<file path="src/rtl/irq_sched.sv">
// Interrupt scheduler: gathers 32 sources into a pending set, picks one eligible
// winner (fixed or round-robin priority) and holds it on cpu_irq until its eoi.
module irq_sched #(
  parameter logic [31:0] LATCHED_IRQ = 32'hffff_ffff,
  parameter logic [31:0] MASKED_IRQ  = 32'h0000_0000,
  parameter bit          ROUND_ROBIN = 1'b0
) (
  input  logic        clk,
  input  logic        reset,
  input  logic [31:0] src_irq,
  output logic [31:0] cpu_irq,
  input  logic [31:0] cpu_eoi,
  input  logic        cfg_we,
  input  logic [1:0]  cfg_addr,
  input  logic [31:0] cfg_wdata,
  output logic [31:0] cfg_rdata,
  output logic        active_valid,
  output logic [4:0]  active_id
);

  typedef enum logic [1:0] {
    IDLE    = 2'd0,
    DELIVER = 2'd1,
    GAP     = 2'd2
  } state_e;

  state_e      state_q, state_d;
  logic [31:0] enable_q, enable_d;
  logic [31:0] pending_q, pending_d;
  logic [31:0] src_prev_q;
  logic [31:0] served_q, served_d;
  logic [31:0] cfg_rdata_q, cfg_rdata_d;
  logic [4:0]  winner_q, winner_d;
  logic [4:0]  rr_ptr_q, rr_ptr_d;

  logic [31:0] eligible;
  logic [31:0] win_onehot;
  logic [4:0]  pick;
  logic [4:0]  rr_idx;
  logic        eoi_done;
  logic [31:0] soft_set, w1c_clr, eoi_clr, deliver_vec, hw_set, hold;

  assign eligible     = pending_q & enable_q & ~MASKED_IRQ;
  assign win_onehot   = 32'd1 << winner_q;
  assign active_valid = (state_q == DELIVER);
  assign active_id    = active_valid ? winner_q : 5'd0;
  assign cpu_irq      = active_valid ? win_onehot : 32'd0;
  assign cfg_rdata    = cfg_rdata_q;
  assign eoi_done     = active_valid && cpu_eoi[winner_q];

  // Winner selection; round-robin scans rr_ptr+1 .. rr_ptr+32 (mod 32).
  always_comb begin : pick_comb
    logic found;
    pick   = 5'd0;
    rr_idx = 5'd0;
    found  = 1'b0;
    if (ROUND_ROBIN) begin
      for (int k = 1; k <= 32; k++) begin
        rr_idx = rr_ptr_q + 5'(k);
        if (!found && eligible[rr_idx]) begin
          pick  = rr_idx;
          found = 1'b1;
        end
      end
    end else begin
      for (int i = 31; i >= 0; i--) begin
        if (eligible[i]) pick = 5'(i);
      end
    end
  end

  // Pending update: hold/clear first, then every set source overrides a clear.
  always_comb begin
    soft_set    = (cfg_we && cfg_addr == 2'd2) ? cfg_wdata : 32'd0;
    w1c_clr     = (cfg_we && cfg_addr == 2'd1) ? cfg_wdata : 32'd0;
    eoi_clr     = eoi_done ? win_onehot : 32'd0;
    deliver_vec = active_valid ? win_onehot : 32'd0;
    hw_set      = (LATCHED_IRQ & src_irq & ~src_prev_q) | (~LATCHED_IRQ & src_irq);
    hold        = (LATCHED_IRQ & pending_q) | (~LATCHED_IRQ & deliver_vec);
    pending_d   = ((hold & ~(w1c_clr | eoi_clr)) | hw_set | soft_set) & ~MASKED_IRQ;
    enable_d    = (cfg_we && cfg_addr == 2'd0) ? cfg_wdata : enable_q;
  end

  always_comb begin
    state_d  = state_q;
    winner_d = winner_q;
    served_d = served_q;
    rr_ptr_d = rr_ptr_q;
    case (state_q)
      IDLE: begin
        if (eligible != 32'd0) begin
          winner_d = pick;
          state_d  = DELIVER;
        end
      end
      DELIVER: begin
        if (eoi_done) begin
          served_d = served_q + 32'd1;
          rr_ptr_d = winner_q;
          state_d  = GAP;
        end
      end
      GAP:     state_d = IDLE;
      default: state_d = IDLE;
    endcase
  end

  // Reads see register contents from before any same-cycle write.
  always_comb begin
    cfg_rdata_d = 32'd0;
    case (cfg_addr)
      2'd0: cfg_rdata_d = enable_q;
      2'd1: cfg_rdata_d = pending_q;
      2'd2: cfg_rdata_d = served_q;
      2'd3: cfg_rdata_d = {26'd0, active_valid, active_id};
      default: cfg_rdata_d = 32'd0;
    endcase
  end

  always_ff @(posedge clk) begin
    if (reset) begin
      state_q     <= IDLE;
      enable_q    <= 32'd0;
      pending_q   <= 32'd0;
      src_prev_q  <= 32'd0;
      served_q    <= 32'd0;
      cfg_rdata_q <= 32'd0;
      winner_q    <= 5'd0;
      rr_ptr_q    <= 5'd31;
    end else begin
      state_q     <= state_d;
      enable_q    <= enable_d;
      pending_q   <= pending_d;
      src_prev_q  <= src_irq;
      served_q    <= served_d;
      cfg_rdata_q <= cfg_rdata_d;
      winner_q    <= winner_d;
      rr_ptr_q    <= rr_ptr_d;
    end
  end

endmodule

</file>
<file path="config.mk">
export PLATFORM = sky130hd
export DESIGN_NAME = irq_sched
export DESIGN_NICKNAME = d
export VERILOG_FILES = /design/src/rtl/irq_sched.sv
export SDC_FILE = /design/constraint.sdc
export NUM_CORES = 1
export LEC_CHECK = 0
export BUFFER_PORTS_ARGS = -buffer_cell sky130_fd_sc_hd__buf_2
export CAP_MARGIN = 5
export CORE_MARGIN = 8
export CORE_UTILIZATION = 45
export DETAILED_ROUTE_END_ITERATION = 16
export PLACE_DENSITY = 0.72
export SLEW_MARGIN = 20
export SYNTH_ARGS = -nofsm -noshare
export SYNTH_HDL_FRONTEND = slang
export SYNTH_SLANG_ARGS = --single-unit
</file>
<file path="constraint.sdc">
create_clock -name clk -period 2 [get_ports clk]
set_input_delay 0.4 -clock clk [delete_from_list [all_inputs] [get_ports clk]]
set_output_delay 0.4 -clock clk [all_outputs]
set_load 0.02 [all_outputs]
</file>
==> out/results.txt, run 1 <==
status - finished with violations
violated checks - setup timing
ys async rst share - 0%
most frequent cells in the layout - dfxtp_1, buf_4, a21oi_1
Sw Ratio - 31.6%
reg-to-reg critical path endpoint - winner_q[1]
Via density - 6.30
CP bufs+invs - 0
Sequential Power Share - 35.2%
Lkg Pwr - 5.21 nW
Yosys cell types - 71
Max IR drop VDD - 0.000705 V
pin count of the biggest net entering global routing - 103
Worst Setup EP - winner_q[1]
Critical Path Start - hold[6]
Rows - 50
final worst path period need - 2430 ps
Synth Cell Area - 8590 sq um
register area - 3360 sq um
clk root buf - clkbuf_16
number of fill cells - 1254
CP Depth - 6
first-pass GRT wire length - 48.8 mm
Fin. Hold Viols - 0
hold buffers post-CTS - 0
Core ar. - 18700 sq um
Rel. slew slack - 45.0%
top cells by area, synth - dfxtp_1, a21oi_1, nor2b_1
RSZ-0062 raised after global routing - true
Post-synth EDFFs - 0
Die Footprint - 23800 sq um
HP Class - input pin to flip-flop
Synth Instances - 1045
Synth Register Bits - 167
multi-input logic area - 5870 sq um
CP peak stage delay - 580 ps
CP Max Fanout - 4
Synth top area share - 38.9%
sequential-to-total area share from yosys stat - 38.9%
H-tree depth - 4
final setup fails - 77
CP endpoint kind - flip-flop
family with the most delay on the worst path - compound AO/OA/AOI/OAI gates
worst skew pair latency - 450 ps
Crit path required time - 2270 ps
Hold WS - 179 ps
antenna-violating nets left - 0
layout cell share with drive strength beyond 1 - 40.4%
Routed wire per std cell - 23.5 um
final setup margin - -433 ps
Clock Skew - 14.7 ps
final worst-path cycle share - 122%
Total Wirelength - 37.2 mm
Syn. warnings - 0
IO buf count - 170
combinational share of power - 27.9%
num ports - 171
drt pass-1 iters - 6
Die Y - 154 um
antenna violations before repair - 2
CTS Buf Count - 17
Net Count, Synth - 1147
Power Dens Cells - 796 nW/um^2
Avg Inst Size Synth - 8.22 sq um
Cell Chain, Critical Path - a22oi_1 > nand4_1 > nand2b_1 > o21ai_2 > nor2_1 > a221oi_1
total gr overflow - 0
top_reg_cell synth - dfxtp_1
max-slew violation count - 0
Max-cap violations - 0
Final #Nets - 1438
vias - 9988
Critical-path top delay cell - a221oi_1
worst-case clock buffer depth - 2
Area growth, synth to finish - 50.9%
vias in the first global route - 9196
gpl congestion - 0.891
setup slack at placement - -542 ps
r2r setup slk - -430 ps
commonest non-fill, non-tap cell in the layout - dfxtp_1
Slew @ Worst Pin - 825 ps
CP Data Arrival Time - 2700 ps
GRT Overall Usage - 25.5%
Initial Util - 45.9%
DP HPWL - 20.9 mm
P_sw - 3.26 mW
Reg clk slew, reported paths - 70 ps
DRC errors left - 0
internal power - 7.06 mW
CP Class - flip-flop to flip-flop
Die Width - 154 um
CTS tree - yes
area leader, netlist - dfxtp_1
R2R depth - 6
Worst setup SP type - flip-flop
R2R Path Start - hold[6]
initial DRC count - 1408
Sink Count - 167
Clock Power Share - 36.9%
Max Clk Rate - 0.411 GHz
[flip-flops by register name, summed over array words and instances (netlist names)]
| register | cells |
|---|---|
| hold | 32 |
| winner_q | 5 |
| enable_q | 32 |
| src_prev_q | 32 |
| served_q | 32 |
| state_q | 2 |
| cfg_rdata | 32 |
[cells by family after synthesis]
family	count (synthesis)	share of synthesized area (%)
buffers and inverters	87	4.87
multiplexers	72	10.3
adder cells (fa/ha/maj)	1	0.146
AO/OA/AOI/OAI	255	19.1
flip-flops	167	38.9
AND/OR/NAND/NOR	463	26.7
[timing repair]
| action | 4_1_cts | 5_1_grt |
|---|---|---|
| setup endpoints to repair | 79 | 80 |
| gates resized for setup | 134 | 174 |
| endpoints found under the hold margin | 0 | 0 |
| gates cloned | 3 | 2 |
| setup buffers | 34 | 19 |
| pin swaps | 29 | 44 |
[power groups by stage]
stage / Clock (mW) / Combinational [mW] / Sequential [mW]
6_report: 3.81 / 2.88 / 3.63
4_1_cts: 3.74 / 2.13 / 3.60
3_5_place_dp: 0 / 1.72 / 3.68
5_1_grt: 3.95 / 2.97 / 3.64
2_1_floorplan: 0 / 0.986 / 3.69
3_3_place_gp: 0 / 1.69 / 3.67
[area by class of cell]
cell class	instances	share of cell area, %
diodes	2	0.0386
clock buffers	19	3.49
clock inverters	13	1.68
inverters	9	0.338
multi-input cells	794	45.3
flip-flops and latches	167	25.9
well taps	234	2.26
repair buffers	347	21.0
[cells in the mapped netlist (all sizes together), types with 3 or more instances]
library cell / n
and3: 8
mux2i: 34
nand2: 137
clkbuf: 54
nand2b: 8
nand3b: 3
mux2: 29
o311ai: 8
buf: 24
o41ai: 4
or3: 3
a21oi: 139
mux4: 9
and4: 6
nor2b: 100
nor3: 11
nor4: 3
a32oi: 5
a22o: 8
o2111ai: 5
o22ai: 14
nor2: 122
nand3: 28
and2: 10
o21ai: 7
a221oi: 3
inv: 9
a22oi: 13
dfxtp: 167
nand4: 16
o211ai: 28
[worst min path at each step]
stage | slack, ps | depth (start not counted) | end | start
finish | 180 | 2 | src_prev_q[25] | src_irq[25]
global route | 190 | 2 | src_prev_q[25] | src_irq[25]
CTS | 180 | 2 | src_prev_q[23] | src_irq[23]
detailed placement | 490 | 2 | enable_q[11] | enable_q[11]
global placement | 490 | 2 | enable_q[11] | enable_q[11]
floorplan | 460 | 2 | enable_q[11] | enable_q[11]
[metal layers]
layer | part of all wire [%] | vias up | global-route usage [%]
met5 | 0 | - | 0
li1 | - | 4294 | -
met2 | 45 | 860 | 40.5
met1 | 37 | 4599 | 32.6
met4 | 6.8 | 0 | 11.4
met3 | 11 | 235 | 5.41
[stage by stage]
step / total power, mW / cells / util [%] / TNS [ps] / area (sq um)
6_report: 10.3 / 1585 / 69.3 / -14400 / 13000
5_1_grt: 10.6 / 1585 / 69.3 / -16710 / 13000
4_1_cts: 9.48 / 1564 / 64.2 / -6980 / 12000
3_5_place_dp: 5.39 / 1495 / 56.1 / -12920 / 10500
3_3_place_gp: 5.36 / 1495 / 56.1 / -10900 / 10500
2_1_floorplan: 4.68 / 1045 / - / -1110 / 8720
[worst reg2reg max path: cells and delay by family, from the launching register on]
family | cells | cell delay (ps)
flops | 1 | 380
compound gates | 3 | 1270
simple gates | 3 | 620
Power figures use the tool's default switching activity.
==> run 2, diff against run 1 <==
--- a/config.mk
+++ b/config.mk
@@ -10,7 +10,7 @@
 export CORE_MARGIN = 8
 export CORE_UTILIZATION = 45
 export DETAILED_ROUTE_END_ITERATION = 16
-export PLACE_DENSITY = 0.72
+export PLACE_DENSITY_LB_ADDON = 0.15
 export SLEW_MARGIN = 20
 export SYNTH_ARGS = -nofsm -noshare
 export SYNTH_HDL_FRONTEND = slang
==> out/results.txt, run 2 (synthesized netlist as in run 1, its figures left out) <==
Core ar. - 18700 sq um (unchanged)
Total Wirelength - 31.1 mm (-16%)
Max Clk Rate - 0.444 GHz (+8.0%)
worst skew pair latency - 440 ps (about the same)
Worst setup SP type - flip-flop
setup TNS - -9940 ps (+4450 ps)
IO buf count - 170 (unchanged)
clk root buf - clkbuf_16
H-tree depth - 4 (unchanged)
CTS tree - yes
violated checks - setup timing
final setup fails - 77 (unchanged)
family with the most delay on the worst path - simple AND/OR/NAND/NOR gates
Rel. slew slack - 56.4% (+11 points)
first-pass GRT wire length - 47.1 mm (-3.4%)
pin count of the biggest net entering global routing - 91 (-12%)
Fin. Hold Viols - 0 (unchanged)
GRT Overall Usage - 24.9% (-0.58 points)
CP Data Arrival Time - 2570 ps (-130 ps)
total gr overflow - 0 (unchanged)
Area growth, synth to finish - 45.7%
Die Footprint - 23800 sq um (unchanged)
drt pass-1 iters - 7 (+1)
RSZ-0062 raised after global routing - true
Max-cap violations - 0 (unchanged)
layout cell share with drive strength beyond 1 - 39.1% (-1.3 points)
CP endpoint kind - flip-flop
antenna-violating nets left - 0 (unchanged)
most frequent cells in the layout - dfxtp_1, buf_4, a21oi_1
Final #Nets - 1422 (-1.1%)
Final Total Pwr - 9.36 mW (-9.3%)
Rows - 50 (unchanged)
ANT cells - 0 (-2)
Die Y - 154 um (unchanged)
antenna violations before repair - 1 (-1)
Initial Util - 45.9% (unchanged)
Routed wire per std cell - 19.9 um (-15%)
DP HPWL - 21.5 mm (+2.7%)
final setup margin - -252 ps (+181 ps)
number of fill cells - 1489 (+19%)
gpl congestion - 0.858 (-3.7%)
Hold WS - 179 ps (-0.0900 ps)
Critical-path top delay cell - a311oi_4
Crit path top cell by count - buf_12
CP peak stage delay - 390 ps (-190 ps)
final worst path period need - 2250 ps (-181 ps)
num ports - 171 (unchanged)
commonest non-fill, non-tap cell in the layout - dfxtp_1
Sink Count - 167 (unchanged)
max-slew violation count - 0 (unchanged)
final worst-path cycle share - 113% (-9.0 points)
initial DRC count - 862 (-39%)
vias in the first global route - 8660 (-5.8%)
CTS Buf Count - 17 (unchanged)
Clock Skew - 11.4 ps (-3.37 ps)
DRC errors left - 0 (unchanged)
Power Dens Cells - 748 nW/um^2 (-6.1%)
status - finished with violations
Reg clk slew, reported paths - 70 ps (about the same)
Max IR drop VDD - 0.000694 V (-1.5%)
worst-case clock buffer depth - 2 (unchanged)
CP bufs+invs - 3 (+3)
Die Width - 154 um (unchanged)
register area - 3360 sq um (about the same)
HP Class - input pin to flip-flop
Cell Chain, Critical Path - buf_8 > buf_12 > nand2b_1 > o22ai_4 > a311oi_4 > nor3_4 > buf_12 > nor4b_4 > mux2_4
Lkg Pwr - 5.05 nW (-3.0%)
CP Max Fanout - 13 (+9)
Slew @ Worst Pin - 653 ps (-172 ps)
CP Class - flip-flop to flip-flop
Crit path required time - 2320 ps (+50 ps)
vias - 8942 (-10%)
Via density - 5.71 (-9.4%)
multi-input logic area - 5730 sq um (-2.3%)
-- run 2: layout make-up --
| type | instances | area share (%) |
|---|---|---|
| Inverter | 9 | 0.330 |
| Tap cell | 234 | 2.34 |
| Clock inverter | 14 | 1.09 |
| Multi-Input combinational cell | 793 | 45.8 |
| Clock buffer | 18 | 3.43 |
| Timing Repair Buffer | 332 | 20.1 |
| Sequential cell | 167 | 26.9 |
-- run 2: per-stage QoR --
| step | setup WS [ps] | utilization [%] | cells | area [sq um] |
|---|---|---|---|---|
| floorplan | -115 | - | 1045 | 8720 |
| global placement | -465 | 56.3 | 1500 | 10500 |
| detailed placement | -512 | 56.3 | 1500 | 10500 |
| CTS | -196 | 64.1 | 1560 | 12000 |
| global route | -307 | 66.9 | 1567 | 12500 |
| finish | -252 | 66.9 | 1567 | 12500 |
-- run 2: power by group --
part           total (mW)  switching [mW]  leakage [nW]  internal, mW
Clock                3.21            1.46         0.273          1.75
Sequential           3.63           0.137          1.37          3.49
Combinational        2.52            1.40          3.41          1.13
-- run 2: what timing repair did --
action | CTS | global route
pin swaps | 29 | 37
hold endpoints to repair | 0 | 0
resized for setup | 161 | 100
hold buffers | 0 | 0
buffers inserted | 26 | 8
setup endpoints to repair | 86 | 87
cloned | 3 | 0
-- run 2: path summary, 6_finish.rpt --
check                           slack [ps]             to         start  cells after the start
worst max-delay path                  -250   served_q[24]   winner_q[2]                      9
worst min-delay path                   180  src_prev_q[3]    src_irq[3]                      2
worst max register to register        -250   served_q[24]   winner_q[2]                      9
worst min register to register         510   enable_q[29]  enable_q[29]                      2
-- run 2: worst register-to-register path, delay by kind of cell, from the launching register on --
kind            cells  cell delay, ps
mux                 1             320
buf+inv             3             430
simple gates        3             540
compound gates      2             480
flops               1             360
-- run 2: metal layers --
layer  routed length, um  GRT usage [%]  up-vias
met5                  11              0        -
met4                 954           8.91        2
met3                2650           5.18       62
met2               14000           37.5      438
met1               13500           34.5     4183
li1                    -              -     4257
==> run 3, diff against run 2 <==
--- a/config.mk
+++ b/config.mk
@@ -8,7 +8,7 @@
 export BUFFER_PORTS_ARGS = -buffer_cell sky130_fd_sc_hd__buf_2
 export CAP_MARGIN = 5
 export CORE_MARGIN = 8
-export CORE_UTILIZATION = 45
+export CORE_UTILIZATION = 55
 export DETAILED_ROUTE_END_ITERATION = 16
 export PLACE_DENSITY_LB_ADDON = 0.15
 export SLEW_MARGIN = 20
==> constraint.sdc (replaced) <==
create_clock -name clk -period 2.9 [get_ports clk]
set_input_delay 0.58 -clock clk [delete_from_list [all_inputs] [get_ports clk]]
set_output_delay 0.58 -clock clk [all_outputs]
set_load 0.02 [all_outputs]
==> out/results.txt, run 3 (synthesized netlist as in run 1, its figures left out) <==
status - finished, final reports clean
Area growth, synth to finish - 18.1%
Critical Path Start - state_q[1]
gpl congestion - 0.848 (-1.2%)
total gr overflow - 0 (unchanged)
DP HPWL - 18.9 mm (-12%)
num ports - 171 (unchanged)
CP endpoint kind - output port
final worst path period need - 2780 ps
Rel. slew slack - 43.9% (-13 points)
H-tree depth - 4 (unchanged)
Worst setup SP type - flip-flop
Cell Chain, Critical Path - nand2b_1 > nor2_1 > nand3_1 > nor2_1 > buf_2
initial DRC count - 857 (-0.58%)
post-placement cell count - 1370 (-8.7%)
IO buf count - 170 (unchanged)
Crit path top cell by count - nor2_1
hold buffers post-CTS - 0 (unchanged)
Die Y - 141 um (-8.6%)
Final #Nets - 1280 (-10%)
pin count of the biggest net entering global routing - 120 (+32%)
Lkg Pwr - 4.15 nW (-18%)
antenna-violating nets left - 0 (unchanged)
Total Wirelength - 25.2 mm (-19%)
vias - 8077 (-9.7%)
CP peak stage delay - 540 ps (+150 ps)
Crit path required time - 2320 ps (about the same)
drt pass-1 iters - 5 (-2)
Sink Count - 167 (unchanged)
Resized Gates After CTS - 0 (-100%)
RSZ-0062 raised after global routing - false
Max IR drop VDD - 0.000561 V (-19%)
Final Total Pwr - 5.91 mW (-37%)
final setup fails - 0 (-100%)
most frequent cells in the layout - buf_2, dfxtp_1, a21oi_1
Initial Util - 56.3% (+10 points)
HP Class - input pin to flip-flop
Setup Buffers After CTS - 0 (-100%)
clk root buf - clkbuf_16
Slew @ Worst Pin - 842 ps (+189 ps)
CTS Buf Count - 17 (unchanged)
max-slew violation count - 0 (unchanged)
Rows - 45 (-10%)
Routed wire per std cell - 18.0 um (-9.4%)
Core ar. - 15300 sq um (-18%)
CP Data Arrival Time - 2200 ps (-370 ps)
antenna violations before repair - 0 (-1)
ANT cells - 0 (unchanged)
Clock Skew - 7.87 ps (-3.51 ps)
Critical-path top delay cell - nor2_1
DRC errors left - 0 (unchanged)
CTS tree - yes
CP Max Fanout - 9 (-4)
R2R Path Start - winner_q[2]
vias in the first global route - 7572 (-13%)
setup TNS - 0 ps (+9940 ps)
Max-cap violations - 0 (unchanged)
worst-case clock buffer depth - 2 (unchanged)
first-pass GRT wire length - 40.1 mm (-15%)
Power Dens Cells - 583 nW/um^2 (-22%)
final worst-path cycle share - 95.8%
number of fill cells - 1348 (-9.5%)
CP Class - flip-flop to output port
Via density - 5.77 (+1.0%)
layout cell share with drive strength beyond 1 - 22.2% (-17 points)
Fin. Hold Viols - 0 (unchanged)
GRT Overall Usage - 25.2% (+0.25 points)
Hold WS - 365 ps (+186 ps)
Die Width - 141 um (-8.6%)
Max Clk Rate - 0.360 GHz
worst skew pair latency - 430 ps (about the same)
commonest non-fill, non-tap cell in the layout - buf_2
Die Footprint - 19900 sq um (-16%)
Reg clk slew, reported paths - 70 ps (about the same)
non-filler cells, final - 1401 (-11%)
worst min-delay path startpoint - src_irq[1]
==> run 3: cell count changes in the layout (fill, tap and decap cells not counted), moves of 11 or more <==
cell | previous run | this run
buf_6 | 41 | 1
mux2_1 | 4 | 18
nor2_1 | 94 | 121
buf_4 | 139 | 21
buf_2 | 134 | 169
o22ai_1 | 0 | 12
mux2_4 | 21 | 4
nor2_4 | 22 | 0
o22ai_4 | 11 | 0
buf_12 | 15 | 1
==> run 3: metal layers <==
metal / GRT usage (%) / up-vias / part of all wire, %
met2: 37.0 / 338 / 44
met5: 0 / - / 0
met1: 36.2 / 3757 / 46
li1: - / 3963 / -
met4: 7.24 / 0 / 1.2
met3: 5.27 / 19 / 7.9
==> run 3: worst max-delay path: cells and delay by family, from the launching register on <==
family | cells | cell delay (ps)
buffers and inverters | 1 | 180
DFF | 1 | 340
and+or+nand+nor | 4 | 1250
==> run 3: cell type report <==
| type | instances | area [sq um] | area share [%] |
|---|---|---|---|
| multi-input combinational | 791 | 4830 | 47.7 |
| inverter | 9 | 33.8 | 0.333 |
| clock buffer | 17 | 425 | 4.19 |
| tap | 211 | 264 | 2.60 |
| timing repair buffer | 192 | 1030 | 10.2 |
| clock inverter | 14 | 209 | 2.06 |
| sequential | 167 | 3340 | 33.0 |
==> run 3: power breakdown <==
group / internal, mW / switching [mW]
Combinational: 0.340 / 0.578
Sequential: 2.40 / 0.134
Clock: 1.46 / 0.991
Total: 4.21 / 1.70
==> run 3: path summary, 6_finish.rpt <==
path	end	slack [ps]	depth (start not counted)
max reg2reg	served_q[24]	370	5
min	src_prev_q[1]	360	2
min reg2reg	enable_q[14]	500	2
max	cpu_irq[15]	120	5
==> run 3: metrics by stage <==
step / util, % / area, sq um / setup slack, ps
after CTS: 66.5 / 10100 / 184
after global placement: 62.3 / 9510 / 400
final: 66.5 / 10100 / 121
after detailed placement: 62.3 / 9510 / 367
after global routing: 66.5 / 10100 / 39.6
after floorplan: - / 8590 / 677
